### src/rtl/capture_sequencer.sv
// rtl/capture_sequencer.sv - strobe-driven circular sample capture with pre/post trigger windows
module capture_sequencer #(
    parameter int DATA_W = 8,
    parameter int ADDR_W = 10
) (
    input  logic              clk,
    input  logic              reset,
    input  logic              arm,
    input  logic              abort,
    input  logic              sampleEn,
    input  logic              trigger,
    input  logic [DATA_W-1:0] probe,
    input  logic [ADDR_W:0]   preCount,
    input  logic [ADDR_W:0]   postCount,
    output logic              memWe,
    output logic [ADDR_W-1:0] memAddr,
    output logic [DATA_W-1:0] memData,
    output logic [ADDR_W-1:0] trigAddr,
    output logic              busy,
    output logic              done,
    output logic              wrapped
);

    localparam int CW = ADDR_W + 1;
    localparam logic [CW-1:0] DEPTH = {1'b1, {ADDR_W{1'b0}}};

    typedef enum logic [2:0] {
        S_IDLE,
        S_PRE,
        S_ARMED,
        S_POST,
        S_DONE
    } state_t;

    state_t            state, state_next;
    logic [ADDR_W-1:0] ptr;
    logic [CW-1:0]     pre_cnt, post_cnt;
    logic [CW-1:0]     pre_lat, post_lat;
    logic [CW-1:0]     pre_clamp;
    logic              capturing;
    logic              start;
    logic              wr_fire;
    logic              trig_hit;

    always_comb begin
        pre_clamp  = (preCount > DEPTH) ? DEPTH : preCount;
        capturing  = (state == S_PRE) || (state == S_ARMED) || (state == S_POST);
        start      = arm && !abort && ((state == S_IDLE) || (state == S_DONE));
        wr_fire    = capturing && sampleEn && !abort;
        trig_hit   = wr_fire && (state == S_ARMED) && trigger;
        state_next = state;
        if (abort) begin
            state_next = S_IDLE;
        end else begin
            case (state)
                S_IDLE, S_DONE: begin
                    // An empty pre-window skips PRE so the very next strobe may trigger.
                    if (arm) state_next = (pre_clamp == '0) ? S_ARMED : S_PRE;
                end
                S_PRE: begin
                    if (sampleEn && (pre_cnt + CW'(1) == pre_lat)) state_next = S_ARMED;
                end
                S_ARMED: begin
                    if (sampleEn && trigger) state_next = (post_lat == '0) ? S_DONE : S_POST;
                end
                S_POST: begin
                    if (sampleEn && (post_cnt + CW'(1) == post_lat)) state_next = S_DONE;
                end
                default: state_next = S_IDLE;
            endcase
        end
    end

    always_ff @(posedge clk) begin
        if (reset) begin
            state    <= S_IDLE;
            ptr      <= '0;
            pre_cnt  <= '0;
            post_cnt <= '0;
            pre_lat  <= '0;
            post_lat <= '0;
            memWe    <= 1'b0;
            memAddr  <= '0;
            memData  <= '0;
            trigAddr <= '0;
            wrapped  <= 1'b0;
        end else begin
            state <= state_next;
            memWe <= wr_fire;
            if (wr_fire) begin
                memAddr <= ptr;
                memData <= probe;
                ptr     <= ptr + ADDR_W'(1);
                if (ptr == '1) wrapped <= 1'b1;
                if (state == S_PRE)  pre_cnt  <= pre_cnt + CW'(1);
                if (state == S_POST) post_cnt <= post_cnt + CW'(1);
            end
            if (trig_hit) trigAddr <= ptr;
            if (start) begin
                ptr      <= '0;
                pre_cnt  <= '0;
                post_cnt <= '0;
                wrapped  <= 1'b0;
                pre_lat  <= pre_clamp;
                post_lat <= postCount;
            end
            if (abort) wrapped <= 1'b0;
        end
    end

    assign busy = capturing;
    assign done = (state == S_DONE);

endmodule

### config.mk
export PLATFORM = sky130hd
export DESIGN_NAME = capture_sequencer
export DESIGN_NICKNAME = d
export VERILOG_FILES = /design/src/rtl/capture_sequencer.sv
export SDC_FILE = /design/constraint.sdc
export NUM_CORES = 1
export LEC_CHECK = 0
export ABC_AREA = 1
export ABC_CLOCK_PERIOD_IN_PS = 3500
export CAP_MARGIN = 15
export CELL_PAD_IN_SITES_DETAIL_PLACEMENT = 0
export CELL_PAD_IN_SITES_GLOBAL_PLACEMENT = 1
export CORE_MARGIN = 8
export CORE_UTILIZATION = 32
export DETAILED_ROUTE_END_ITERATION = 7
export GPL_TIMING_DRIVEN = 0
export PLACE_DENSITY = 0.7
export SYNTH_ARGS = -nofsm -noshare
export SYNTH_HDL_FRONTEND = slang
export SYNTH_SLANG_ARGS = --single-unit
### constraint.sdc
create_clock -name clk -period 3.5 [get_ports clk]
set_input_delay 0.35 -clock clk [delete_from_list [all_inputs] [get_ports clk]]
set_output_delay 0.35 -clock clk [all_outputs]
set_load 0.005 [all_outputs]
==> results of run 1 <==
[power groups by stage]
| stage | registers (uW) | clock network, uW | logic, uW |
|---|---|---|---|
| 2_1_floorplan | 1050 | 0 | 94.9 |
| 3_3_place_gp | 1050 | 0 | 188 |
| 3_5_place_dp | 1050 | 0 | 189 |
| 4_1_cts | 1030 | 1040 | 190 |
| 5_1_grt | 1030 | 1080 | 211 |
| 6_report | 1030 | 1010 | 187 |
[synth_stat cells, drive strengths merged]
master,n
inv,91
o211ai,3
nor3,10
o21a,3
and2,1
o32ai,3
dfxtp,87
buf,8
a211oi,6
nand3b,1
o21bai,2
clkbuf,13
a32o,1
nand2,114
o21ai,69
o211a,1
nor3b,1
nor4,2
ha,3
nand4,7
nor2,70
nand3,60
xnor2,2
a21oi,55
[worst max path at each step]
stage	startpoint	to	slack, ps	cells after the start
floorplan	pre_cnt[0]	state[0]	1680	15
global placement	sampleEn	pre_cnt[7]	1040	8
detailed placement	sampleEn	pre_cnt[7]	1020	8
CTS	pre_cnt[0]	state[0]	1250	15
global route	post_cnt[0]	state[0]	990	14
finish	post_cnt[0]	state[0]	1270	14
[sequential cells by signal, summed over array words and instances (netlist names)]
register / flops
memData: 8
pre_lat: 11
memWe: 1
ptr: 10
wrapped: 1
memAddr: 10
pre_cnt: 11
state: 3
trigAddr: 10
post_cnt: 11
post_lat: 11
[per-layer routing]
layer	vias to the layer above	wire, um	global-route usage
li1	2166	-	-
met1	1865	5620	0.180
met2	76	5830	0.254
met3	22	792	0.0498
met4	0	303	0.0736
met5	-	0	0
[area by class of cell]
| cell class | instances | area (um^2) | share of cell area |
|---|---|---|---|
| buffer | 21 | 93.8 | 0.0175 |
| clock buffer | 10 | 229 | 0.0426 |
| clock inverter | 4 | 72.6 | 0.0135 |
| inverter | 91 | 342 | 0.0636 |
| multi-input combinational | 414 | 2010 | 0.374 |
| sequential | 87 | 1740 | 0.324 |
| tap | 172 | 215 | 0.0401 |
| timing repair buffer | 67 | 671 | 0.125 |
[cell families (layout without fill, tap and decap cells)]
| logic type | count (synthesis) | after routing | share of synthesized area |
|---|---|---|---|
| AO/OA/AOI/OAI | 143 | 143 | 0.184 |
| XOR/XNOR | 2 | 2 | 0.00419 |
| adder cells (fa/ha/maj) | 3 | 3 | 0.00897 |
| buffers and inverters | 112 | 193 | 0.104 |
| flip-flops | 87 | 87 | 0.416 |
| AND/OR/NAND/NOR | 266 | 266 | 0.282 |
[worst reg2reg max path: stages, from the launching register on]
cell,delay (ps)
dfxtp_1,410
ha_1,320
nand2_1,150
nor2_2,150
nand2_1,90
nand3_1,70
nand3_1,80
nor2_1,90
nand2_1,60
nor2_1,180
nand3_1,150
nand2_1,120
nand3_2,80
o21bai_1,130
inv_1,50
[per-stage QoR]
step	utilization	setup slack (ps)	power, uW	instances
after floorplan	-	1680	1140	613
after global placement	0.399	1040	1240	852
after detailed placement	0.399	1020	1240	852
after CTS	0.422	1250	2260	866
after global routing	0.422	992	2320	866
final	0.422	1270	2220	866
==> flow_metrics.tcl, run 1 <==
set metrics [dict create \
    relSlewSlack 0.580 \
    drv_cap 0 \
    dr.first_iter.drc_count 208 \
    cts_buffers 9 \
    drc_errors 0 \
    holdBufCountCts 0 \
    internal-power_uw 1710 \
    fp-row-count 41 \
    final_nets 730 \
    track_usage 0.155 \
    ctsRootBufferMaster "clkbuf_16" \
    fillerInstances 1355 \
    grt_max_degree 14 \
    hold_violations 0 \
    final.period_utilization 0.637 \
    hold_slack_ps 476 \
    pwr-share-seq 0.461 \
    diodes 0 \
    switching_power_uw 510 \
    place_area_um2 5070 \
    crit_path_max_fanout 6 \
    r2r-end "state[0]" \
    dr.pass1.iters 4 \
    worstSetupStartpointType "flip-flop" \
    first_global_vias 4129 \
    vdd_drop_max_mv 0.218 \
    period_minus_slack_ps 2230 \
    io_pins 68 \
    core_area_um2 12700 \
    cp_top_family "simple AND/OR/NAND/NOR gates" \
    clkSinkCount 87 \
    finalSetupViolCount 0 \
    area_growth_syn_to_layout_pct 28.4 \
    grt_pass1_wl_um 20300 \
    hpwl_um 9720 \
    layout_commonest_cell "nand2_1" \
    crit_slowest_cell "dfxtp_1" \
    skew_ps 3.84 \
    grt-ovfl-total 0 \
    design_area_um2 5370 \
    hp-class "reg -> reg" \
    comb_power_share 0.084 \
    crit_type "reg -> reg" \
    via_count 4129 \
    syn_area_per_cell_um2 6.83 \
    htreeDepth 3 \
    timing.critical_path.arrival_ps 2470 \
    post_cts_buffers 0 \
    p_per_area_nw_per_um2 414 \
    yosysTopAreaCellShare 0.416 \
    routedWlPerCell_um 14.5 \
    synthCells 613 \
    cpPeakStageDelay_ps 410 \
    fin_tns_setup_ps 0 \
    maxSlewViolCount 0 \
    r2r_start "post_cnt[0]" \
    clockPowerShare 0.455 \
    place_congestion 0.809 \
    syn_area_um2 4190 \
    syn_nets 652 \
    hold_depth 2 \
    crit_buf_inv 1 \
    die_area_um2 17000 \
    crit_top_cell "nand2_1" \
    cts_resized 0 \
    holdCritStartpoint "memAddr[6]" \
    cts_tree "done" \
    antenna_found_initial 0 \
    reg2reg_slack_ps 1270 \
    yosys.area.top_type "dfxtp_1" \
    leakage_uw 0.00210 \
    clk-insertion-delay-late_ps 340 \
    die_w_um 130 \
    endpoint_kind "flip-flop" \
    start_util 0.329 \
    rsz0062_at_grt "no" \
    worstPathCellList "ha_1 -> nand2_1 -> nor2_2 -> nand2_1 -> nand3_1 -> nand3_1 -> nor2_1 -> nand2_1 -> nor2_1 -> nand3_1 -> nand2_1 -> nand3_2 -> o21bai_1 -> inv_1" \
    path_clk_slew_ps 60 \
    synth_cell_types 32 \
    yosysWarnings 0 \
    ys_ff_latch 87 \
    seq_area_frac_synth 0.416 \
    hold_end "memAddr[6]" \
    antenna_left 0 \
    io_buffer_count 67 \
    clk_path_buf_depth 2 \
    worst_pin_slew_ps 630 \
    via_per_inst 4.77 \
    wl_um 12500 \
    required_ps 3740 \
    die_h_um 130 \
    r2r_cells 14 \
    drive_above_1_share 0.0591 \
    status "complete, no violations" \
    fmax_ghz 0.448 \
    sw_frac_of_total 0.229 \
    synth_area_leaders "dfxtp_1, nand2_1, o21ai_0, inv_1, nand3_1" \
    final_cell_mix "nand2_1, inv_1, dfxtp_1" \
]
Power figures use the tool's default switching activity.
==> inputs of run 2 (changes only) <==
Settings changed: ABC_CLOCK_PERIOD_IN_PS 3500 to 2090.
Clock period 3.5 ns to 2.09 ns, I/O delays scaled along.
==> run 2 against run 1 <==
Compared with the run above:
- power increased by 67%
- via count increased by 1.4%
- clock skew increased by 1.1 ps
- global-route usage about the same
- cell area increased by 2.0%
- worst setup slack got worse by 1200 ps
- sequential power increased by 67%
- largest power group unchanged
==> flow_metrics.tcl, run 2 (synthesized netlist as in run 1, its figures left out) <==
set metrics [dict create \
    dr_wl_met2_um 5990 \
    die_h_um 130 \
    finalSetupViolCount 0 \
    crit_path_max_fanout 5 \
    clk-insertion-delay-late_ps 340 \
    drv_cap 0 \
    hpwl_um 9720 \
    hold_violations 0 \
    antenna_found_initial 0 \
    crit_top_cell "nand2_2" \
    fillerInstances 1350 \
    path_clk_slew_ps 60 \
    ctsRootBufferMaster "clkbuf_16" \
    hold_depth 3 \
    io_pins 68 \
    fmax_ghz 0.505 \
    drc_errors 0 \
    hold_slack_ps 471 \
    r2r_start "pre_cnt[0]" \
    wl_um 12700 \
    layout_commonest_cell "nand2_1" \
    m1WireLength_um 5700 \
    track_usage 0.155 \
    drive_above_1_share 0.0858 \
    place_congestion 0.809 \
    crit_buf_inv 2 \
    cpPeakStageDelay_ps 370 \
    timing.critical_path.arrival_ps 2220 \
    reg2reg_slack_ps 110 \
    grt_pass1_wl_um 20300 \
    worst_pin_slew_ps 598 \
    worstPathCellList "ha_1 -> buf_6 -> nand2_2 -> nor2_4 -> nand2_2 -> nand3_1 -> nand3_1 -> nor2_2 -> nand2_1 -> nor2_2 -> nand2_1 -> nand2_2 -> nand3_2 -> o21bai_1 -> inv_1" \
    p_per_area_nw_per_um2 679 \
    die_area_um2 17000 \
    start_util 0.329 \
    crit_type "reg -> reg" \
    place_area_um2 5070 \
    fin_tns_setup_ps 0 \
    holdCritStartpoint "postCount[10]" \
    leakage_uw 0.00213 \
    topRoutingLayerUsed "met4" \
    r2r_cells 15 \
    maxSlewViolCount 0 \
    vdd_drop_max_mv 0.365 \
    hp-class "in -> reg" \
    fp-row-count 41 \
    crit_slowest_cell "dfxtp_4" \
    htreeDepth 3 \
    antenna_left 0 \
    dr.first_iter.drc_count 219 \
    fin_util 0.431 \
    routedWlPerCell_um 14.6 \
    area_growth_syn_to_layout_pct 31.0 \
    cts_tree "done" \
    core_area_um2 12700 \
    rsz0062_at_grt "yes" \
    grt_max_degree 14 \
    met3_wirelength_um 725 \
    final_nets 735 \
    dr.pass1.iters 4 \
    status "complete, no violations" \
    endpoint_kind "flip-flop" \
    final.period_utilization 0.947 \
    design_area_um2 5480 \
    final_cell_mix "nand2_1, inv_1, dfxtp_1" \
    clkSinkCount 87 \
    finalPower_uw 3720 \
    required_ps 2330 \
    die_w_um 130 \
    io_buffer_count 67 \
    grt-ovfl-total 0 \
    cts_buffers 9 \
    via_per_inst 4.80 \
    skew_ps 4.96 \
    period_minus_slack_ps 1980 \
    diodes 0 \
    cp_top_family "simple AND/OR/NAND/NOR gates" \
    via_count 4185 \
    r2r-end "state[0]" \
    worstSetupStartpointType "flip-flop" \
    relSlewSlack 0.601 \
    first_global_vias 4144 \
    clk_path_buf_depth 2 \
    hold_end "post_lat[10]" \
]
run 2: cell types whose count changed in the layout (fill, tap and decap cells not counted), sizes merged:
cell / before / now
buf: 8 / 13
run 2: how the worst max path moves through the flow:
stage	slack, ps	to	from	cells after the start
after floorplan	270	state[0]	pre_cnt[0]	15
after global placement	-230	pre_cnt[7]	sampleEn	8
after detailed placement	-250	pre_cnt[7]	sampleEn	8
after CTS	40	state[0]	post_cnt[2]	14
after global routing	-80	state[0]	pre_cnt[0]	15
final	110	state[0]	pre_cnt[0]	15
run 2: area by class of cell:
class | instances | area [um^2] | area share
Timing Repair Buffer | 72 | 708 | 0.129
Inverter | 91 | 342 | 0.0623
Sequential cell | 87 | 1760 | 0.320
Clock buffer | 10 | 229 | 0.0418
Multi-Input combinational cell | 414 | 2060 | 0.376
Tap cell | 172 | 215 | 0.0393
Clock inverter | 4 | 72.6 | 0.0132
Buffer | 21 | 100 | 0.0183
run 2: metal layers:
layer | vias up | global-route usage
met5 | - | 0
met4 | 0 | 0.0770
met3 | 21 | 0.0494
met2 | 74 | 0.254
met1 | 1910 | 0.179
li1 | 2180 | -
run 2: report_power, final:
group | switching (uW) | total, uW | leakage, uW | internal, uW
sequential | 23.1 | 1720 | 0.000708 | 1690
combinational | 173 | 318 | 0.00128 | 145
clock | 658 | 1690 | 0.000144 | 1030
run 2: through the flow:
stage          setup slack [ps]  std cells
2_1_floorplan               269        613
3_3_place_gp               -226        852
3_5_place_dp               -248        852
4_1_cts                    38.7        866
5_1_grt                   -76.9        871
6_report                    110        871
run 2: timing repair:
action / 4_1_cts / 5_1_grt
setup endpoints to repair: 6 / 5
gates resized for setup: 8 / 16
pin swaps: 0 / 6
cloned: 0 / 0
hold buffers: 0 / 0
setup buffers: 0 / 5
run 2: worst min-delay path, cell delays in order:
cell and delay (ps):
clkdlybuf4s50_1 400, nor2_1 110, nor2_1 50
==> RTL edit (flow settings as in run 2) <==
Reset style: asynchronous (`reset`), changed in one clocked block.
--- a/src/rtl/capture_sequencer.sv
+++ b/src/rtl/capture_sequencer.sv
@@ -72,5 +72,5 @@
     end
 
-    always_ff @(posedge clk) begin
+    always_ff @(posedge clk or posedge reset) begin
         if (reset) begin
             state    <= S_IDLE;
Check against the original RTL: differs if reset is asserted again (counterexample within 4 cycles, from zero or initial values and one cycle with reset high); with reset held inactive, the same outputs for 10 cycles.
==> RTL edit against run 2 <==
- synthesized cell count down 4.6%
- design area is 5.1% higher
- count of clock-buffer cells in the layout stayed put
- routed wire length is 0.82% higher
- worst setup slack hardly changed
- area after synthesis up 6.7%
- register-to-register slack gained 0.08 ns
- final cell count fell by 2.5%
- sequential cell count unchanged
- non-clock buffer count is 15 lower
- critical path type is now flip-flop to primary output
- largest cell class is now flip-flops and latches
Power is not compared: it rests on default switching activity, and its combinational part moved more than twofold at a synthesized area within 25%.
==> RTL edit: results <==
[clock_tree]
cts_made_buffers = 9
postCtsResizedCells = 0
cts.clk_slew.worst_paths_ns = 0.07
cts-root-buf = clkbuf_16

[global_routing]
number_of_global_route_vias_before_repair = 4110
wire_length_of_the_first_global_routing_pass_um = 21300
grt_start_max_net_pins = 34
grt_util_all_layers = 0.150

[cells_and_area]
fillCellCount = 1466
nets = 703
final_util = 0.418
post_route_cells_drive_above_1_share = 0.0897

[placed_design]
placement.setup.worst_slack_ns = -0.226
post_dp_cell_area_um2 = 5390
numPortBuffers = 66
dp_hpwl_um = 9580
routabilityCongestion = 0.851
placedCellCount = 833

[run_status]
outcome = complete, no violations

[logic_synthesis]
post_synthesis_net_count = 624
synth.distinct_cells = 37
synth.yosys.seq_area_share = 0.488
syn-mean-instance-area_um2 = 7.63
synth_flop_cell = dfrtp_1
synth_top_cells_by_count = nand2_1 (185), dfrtp_1 (87), inv_1 (76)
asyncSetResetFlopFracSynth = 1.00
synth_area_leaders = dfrtp_1 (49%), nand2_1 (16%), inv_1 (6.4%)
synthesis.area_um2 = 4460

[route]
initialDrtViolationCount = 277
drt_first_pass_iters = 8
routed_wire_length_per_instance_um = 15.1

[hold_path]
hp-class = input pin to asynchronous set/reset pin

[sta]
transition_time_at_the_pin_with_the_least_slew_margin_ns = 0.611

[critical_path]
worst-path-max-fanout = 6
[RTL edit: final timing paths]
path	start	endpoint	slack [ns]	cells after the start
worst max-delay path	state[1]$_DFFE_PP0P_	done	0.11	4
worst min-delay path	reset	memData[4]$_DFFE_PP0P_	0.28	2
worst max register to register	pre_cnt[1]$_DFFE_PP0P_	state[2]$_DFFE_PP0P_	0.19	14
worst min register to register	memData[5]$_DFFE_PP0P_	memData[5]$_DFFE_PP0P_	0.48	2
max in group asynchronous	reset	pre_cnt[0]$_DFFE_PP0P_	1.23	3
min in group clk	abort	state[0]$_DFFE_PP0P_	0.32	3
[RTL edit: critical path, stage by stage, from the launching register on]
cell	delay [ns]
dfrtp_1	0.42
nor2_4	0.22
inv_1	0.13
nor2_1	0.14
clkdlybuf4s50_1	0.52
[RTL edit: logic make-up (layout without fill, tap and decap cells)]
group           after synthesis  after routing  synth area share
xor+xnor                      3              3           0.00897
compound gates               84             84             0.103
simple gates                316            316             0.313
fa+ha+maj                     3              3           0.00841
flops                        87             87             0.488
buf+inv                      91            175            0.0774
mux                           1              1           0.00252
[RTL edit: layer usage]
metal,vias to the layer above,GRT usage,wire [µm]
li1,2038,-,-
met1,1896,0.182,5920
met2,87,0.243,5920
met3,9,0.0576,852
met4,0,0.0393,116
met5,-,0,0
[RTL edit: cell type report]
type / count / share of cell area
clock inverter: 6 / 0.0159
timing repair buffer: 68 / 0.122
multi-input combinational: 407 / 0.342
inverter: 81 / 0.0534
sequential: 87 / 0.379
buffer: 10 / 0.00739
tap: 180 / 0.0391
clock buffer: 10 / 0.0415
[RTL edit: where the power goes]
| group | switching, mW | internal (mW) | leakage [nW] |
|---|---|---|---|
| Clock | 0.725 | 1.09 | 0.163 |
| Sequential | 0.367 | 2.14 | 1.15 |
| Combinational | 1.05 | 0.868 | 1.27 |
